==> src/rtl/mips_pkg.sv <==
// Shared encodings for the 1-to-4 result steering buffer: destination selects,
// slot states and default widths.
package mips_pkg;

    localparam int unsigned WIDTH_DEF = 32;
    localparam int unsigned CNT_W_DEF = 16;

    localparam logic [1:0] SEL_A = 2'b00;
    localparam logic [1:0] SEL_B = 2'b01;
    localparam logic [1:0] SEL_C = 2'b10;
    localparam logic [1:0] SEL_D = 2'b11;

    typedef enum logic {
        EMPTY = 1'b0,
        FULL  = 1'b1
    } slot_state_t;

endpackage

==> src/rtl/demux4_slot.sv <==
// One-entry output register slot: loads on demand, drains on ready, and
// clears on flush while keeping its last data word visible.
module demux4_slot
    import mips_pkg::*;
#(
    parameter int unsigned WIDTH = WIDTH_DEF
) (
    input  logic             clk,
    input  logic             rst_n,
    input  logic             flush,
    input  logic             load,
    input  logic [WIDTH-1:0] load_data,
    input  logic             ready,
    output logic             valid,
    output logic [WIDTH-1:0] data
);

    slot_state_t state;

    // Load wins over drain so a full slot can be drained and refilled in one cycle.
    always_ff @(posedge clk or negedge rst_n) begin
        if (!rst_n) begin
            state <= EMPTY;
            data  <= '0;
        end else if (flush) begin
            state <= EMPTY;
        end else if (load) begin
            state <= FULL;
            data  <= load_data;
        end else if (state == FULL && ready) begin
            state <= EMPTY;
        end
    end

    assign valid = (state == FULL);

endmodule

==> src/rtl/demux4_router.sv <==
// 1-to-4 steering buffer with a one-entry slot per sink.
// Optional per-sink transfer counters are enabled by defining DEMUX4_STATS_EN.
module demux4_router
    import mips_pkg::*;
#(
    parameter int unsigned WIDTH = WIDTH_DEF,
    parameter int unsigned CNT_W = CNT_W_DEF
) (
    input  logic             clk,
    input  logic             rst_n,
    input  logic             flush,
    input  logic             in_valid,
    output logic             in_ready,
    input  logic [WIDTH-1:0] in_data,
    input  logic [1:0]       ctrl,
    output logic [3:0]       out_valid,
    input  logic [3:0]       out_ready,
    output logic [WIDTH-1:0] out_data_a,
    output logic [WIDTH-1:0] out_data_b,
    output logic [WIDTH-1:0] out_data_c,
    output logic [WIDTH-1:0] out_data_d
`ifdef DEMUX4_STATS_EN
    ,
    output logic [CNT_W-1:0] cnt_a,
    output logic [CNT_W-1:0] cnt_b,
    output logic [CNT_W-1:0] cnt_c,
    output logic [CNT_W-1:0] cnt_d
`endif
);

    logic [3:0]       dest;
    logic             accept;
    logic [WIDTH-1:0] slot_data [4];

    always_comb begin
        dest = 4'b0000;
        case (ctrl)
            SEL_A:   dest[0] = 1'b1;
            SEL_B:   dest[1] = 1'b1;
            SEL_C:   dest[2] = 1'b1;
            SEL_D:   dest[3] = 1'b1;
            default: dest = 4'b0000;
        endcase
    end

    // Only the addressed slot can stall the input; rst_n keeps it low during reset.
    assign in_ready = rst_n & ~flush & (~out_valid[ctrl] | out_ready[ctrl]);
    assign accept   = in_valid & in_ready;

    for (genvar g = 0; g < 4; g++) begin : g_slot
        demux4_slot #(.WIDTH(WIDTH)) u_slot (
            .clk       (clk),
            .rst_n     (rst_n),
            .flush     (flush),
            .load      (accept & dest[g]),
            .load_data (in_data),
            .ready     (out_ready[g]),
            .valid     (out_valid[g]),
            .data      (slot_data[g])
        );
    end

    assign out_data_a = slot_data[0];
    assign out_data_b = slot_data[1];
    assign out_data_c = slot_data[2];
    assign out_data_d = slot_data[3];

`ifdef DEMUX4_STATS_EN
    logic [CNT_W-1:0] cnt [4];

    // Counts completed output handshakes; flush does not touch them.
    always_ff @(posedge clk or negedge rst_n) begin
        if (!rst_n) begin
            for (int i = 0; i < 4; i++) cnt[i] <= '0;
        end else begin
            for (int i = 0; i < 4; i++) begin
                if (out_valid[i] && out_ready[i]) cnt[i] <= cnt[i] + CNT_W'(1);
            end
        end
    end

    assign cnt_a = cnt[0];
    assign cnt_b = cnt[1];
    assign cnt_c = cnt[2];
    assign cnt_d = cnt[3];
`endif

endmodule

==> config.mk <==
export PLATFORM = sky130hd
export DESIGN_NAME = demux4_router
export DESIGN_NICKNAME = d
export VERILOG_FILES = /design/src/rtl/mips_pkg.sv /design/src/rtl/demux4_slot.sv /design/src/rtl/demux4_router.sv
export SDC_FILE = /design/constraint.sdc
export NUM_CORES = 1
export LEC_CHECK = 0
export ABC_AREA = 0
export ABC_CLOCK_PERIOD_IN_PS = 2100
export CAP_MARGIN = 20
export CORE_ASPECT_RATIO = 2
export CORE_MARGIN = 2
export CORE_UTILIZATION = 31
export CTS_CLUSTER_SIZE = 24
export DETAILED_ROUTE_END_ITERATION = 10
export PLACE_DENSITY = 0.65
export SLEW_MARGIN = 30
export SYNTH_ARGS = -nofsm -noshare
export SYNTH_HDL_FRONTEND = slang
export SYNTH_SLANG_ARGS = --single-unit
==> constraint.sdc <==
create_clock -name clk -period 2.1 [get_ports clk]
set_clock_uncertainty 0.1 [all_clocks]
set_input_delay 0.42 -clock clk [delete_from_list [all_inputs] [get_ports clk]]
set_output_delay 0.42 -clock clk [all_outputs]
set_load 0.02 [all_outputs]
==> metrics.md <==
| Metric | Value |
|---|---|
| CP bufs+invs | 2 |
| Maximum buffer depth of the clock tree | 2 |
| Fraction of final layout cells sized beyond drive strength 1 | 32.80% |
| Number of filler instances in the final layout | 1494 |
| Met1 GRT Util | 15.96% |
| Root buffer selected by CTS | clkbuf_16 |
| Setup repair after global routing missed its margin | no |
| Number of CTS-inserted buffers | 17 |
| Top cells by area, synth | dfrtp_1 (63%), mux2_4 (17%), mux2_2 (11%), mux2_1 (4.1%), buf_6 (1.7%) |
| Latest clock arrival within the worst-skew pair | 0.41 ns |
| Wire length of the first global-routing pass | 20640 um |
| Endpoint required time on the critical path | 1.58 ns |
| Peak-usage layer in the global routing report | met2 |
| Sequential cell area | ~3300 um^2 |
| Top-level port count | 175 |
| Post-detailed-route count of antenna-violating nets | 0 |
| Register clock-pin slew on the reported worst setup and hold paths | 0.06 ns |
| Global-route usage over all layers | 15.47% |
| Total negative setup slack | 0 ns |
| Final weighted congestion in routability-driven placement | 0.7351 |
| Final period util | a little over nine tenths |
| DRT Pass-1 Iters | 4 |
| VDD IR max | 0.5314 mV |
| Minimum clock period | 2.008 ns |
| Cell count after synthesis | roughly 300 |
| Post-layout net count | 532 |
| CTS tree | built |
| Number of antenna violations at the first check in global routing | 0 |
| Cell with the biggest individual delay on the critical path | clkdlybuf4s50_1 |
| Largest net degree at the start of global routing | 79 |
| Routing usage on met2 | 27.67% |
| Fmax | ~500 MHz |
| Clk sinks | 132 |
| X dimension of the die | 96.25 um |
| Cell row count | 67 |
| Max Cap Violations | 0 |
| Endpoint kind of the worst setup timing path | output port |
| Critical-path cell list | clkdlybuf4s50_1 > nand2b_2 > o311ai_2 > a21oi_1 > buf_4 |
| Portion of synthesized cell area occupied by the leading cell type | 62.60% |
| Static power due to leakage | 3.484 nW |
| Number of distinct library cell variants in the gate-level netlist after synthesis | 21 |
| Worst Path Arrival | around 1.5 ns |
| Dpl ws | -0.4101 ns |
| GR met3 Demand/Resource | 3.918% |
| Synthesized cell area | 5276 um^2 |
| Leading cell type in the layout, fill and taps excluded | clkdlybuf4s50_1 |
| Kind of start point of the critical path | primary input |
| Total congestion overflow | 0 |
| Via-per-instance ratio | 4.566 |
| H-tree lvl count | 4 |
| Footprint of the multi-input gates | 1834 um^2 |
| Ant. Diodes | 0 |
| Die Footprint | approximately 18000 um^2 |
| Count of input and output buffers | 174 |
| Area of the core region | between 15000 and 20000 um^2 |
| Utilization after layout | 47.85% |
| Largest area contributor in the synthesized netlist | dfrtp_1 |
| Endpoints failing hold | 0 |
| Total power per unit cell area | between 1000 and 1500 nW/um^2 |
| Relative slew margins | between 50% and 60% |
| Drc violations | 0 |
| Sum of net half-perimeters after detailed placement | 9936 um |
| Initial core utilization | 31.63% |
| Mean routed wirelength per cell | 18.97 um |
| Yosys warnings | 0 |
| Number of global-route vias before repair | 3623 |
| Outcome | finished, final reports clean |
| Number of pins with negative max-slew slack in the final report | 0 |
| Final worst hold slack | approximately 0.20 ns |
| Post-synthesis to final-layout area growth | 51.29% |
| Final worst slack | 0.09155 ns |
| Setup Crit Path Kind | primary input to output port |
| Count of final setup violators | 0 |
| Max incr delay on CP | ~0.40 ns |
| Path type of the worst min-delay path | primary input to asynchronous set/reset pin |
| Net count of the mapped netlist | 340 |
| Cell area after layout | 7983 um^2 |
| Share of the yosys chip area belonging to registers | 62.60% |
| Slew at the pin with the worst max-slew slack | between 0.7 and 0.8 ns |
| Dpl cell area | 7367 um^2 |
| Mapped Avg Cell Area | 17.71 um^2 |
| Maximum fanout along the worst path | 3 |
| Number of synthesized register bits | 132 |
| Wirelength, routed | about 13000 um |
| Iter 0 DRT Violations | 38 |
| Via count | roughly 3200 |
| Vertical extent of the die | 188.5 um |
| Most frequent cells in the layout | clkdlybuf4s50_1 (170), dfrtp_1 (132), mux2_4 (58) |
| Family with the most delay on the worst path | buffers and inverters |
what timing repair did:
item	4_1_cts	5_1_grt
gates cloned	0	0
endpoints found under the setup margin	1	1
hold buffers	1	0
gates resized for setup	7	4
buffers inserted	0	0
endpoints found under the hold margin	1	0
stage by stage:
stage / power (mW) / instances
2_1_floorplan: 4.839 / 298
3_5_place_dp: 6.423 / 677
3_3_place_gp: 6.362 / 677
5_1_grt: 9.684 / 710
4_1_cts: 9.407 / 710
6_report: 9.268 / 710
worst register-to-register path, delay by kind of cell (launching register included):
kind | cells | cell delay (ns)
flip-flops | 1 | 0.40
AND/OR/NAND/NOR | 2 | 0.46
multiplexers | 1 | 0.33
buffers and inverters | 1 | 0.21
registers in the layout, indices dropped and copies added, names as in the netlist:
| signal | cells |
|---|---|
| g_slot.u_slot.valid | 4 |
| g_slot.u_slot.data | 128 |
synthesized netlist by cell type:
cell	count
a21oi_1	1
and2b_1	1
and3b_4	1
and4b_1	2
buf_2	6
buf_4	4
buf_6	8
clkbuf_1	1
dfrtp_1	132
mux2_1	19
mux2_2	51
mux2_4	58
mux2i_1	1
nand2b_1	4
nand3_2	1
nand4_4	1
nand4bb_1	1
nor2_1	1
o21ai_0	2
o21bai_1	2
o311ai_0	1
metal layers:
metal / vias up / wire [um]
met5: - / 0
met4: 0 / 471
li1: 1431 / -
met2: 121 / 7601
met1: 1667 / 4713
met3: 23 / 686
report_power, final:
group | leakage [nW] | switching, mW | internal (mW)
clock | 0.286 | 1.04 | 1.87
combinational | 1.57 | 1.30 | 1.60
sequential | 1.63 | 0.334 | 3.13
cell type report:
class	instances	area share (%)
flip-flops and latches	132	41.38
clock inverters	8	1.238
multi-input cells	147	22.98
repair buffers	192	25.00
clock buffers	24	6.160
well taps	207	3.245
path summary, 6_finish.rpt:
check | start | slack [ns] | to | cells after the start
worst max-delay path | out_ready[0] | 0.09 | in_ready | 5
worst min-delay path | rst_n | 0.20 | g_slot[3].u_slot.valid$_DFFE_PN0P_ | 3
worst max register to register | g_slot[1].u_slot.valid$_DFFE_PN0P_ | 0.50 | g_slot[1].u_slot.data[14]$_DFFE_PN0P_ | 4
worst min register to register | g_slot[0].u_slot.data[8]$_DFFE_PN0P_ | 0.39 | g_slot[0].u_slot.data[8]$_DFFE_PN0P_ | 1
max in group asynchronous | rst_n | 0.66 | g_slot[0].u_slot.data[22]$_DFFE_PN0P_ | 4
min in group clk | g_slot[0].u_slot.data[8]$_DFFE_PN0P_ | 0.39 | g_slot[0].u_slot.data[8]$_DFFE_PN0P_ | 1
kinds of logic after synthesis:
group | count (synthesis) | synth area share (%)
multiplexers | 129 | 31.63
AND/OR/NAND/NOR | 12 | 2.110
buffers and inverters | 19 | 2.917
AO/OA/AOI/OAI | 6 | 0.7350
flip-flops | 132 | 62.60
No activity file was read; power rests on OpenSTA's default activity.
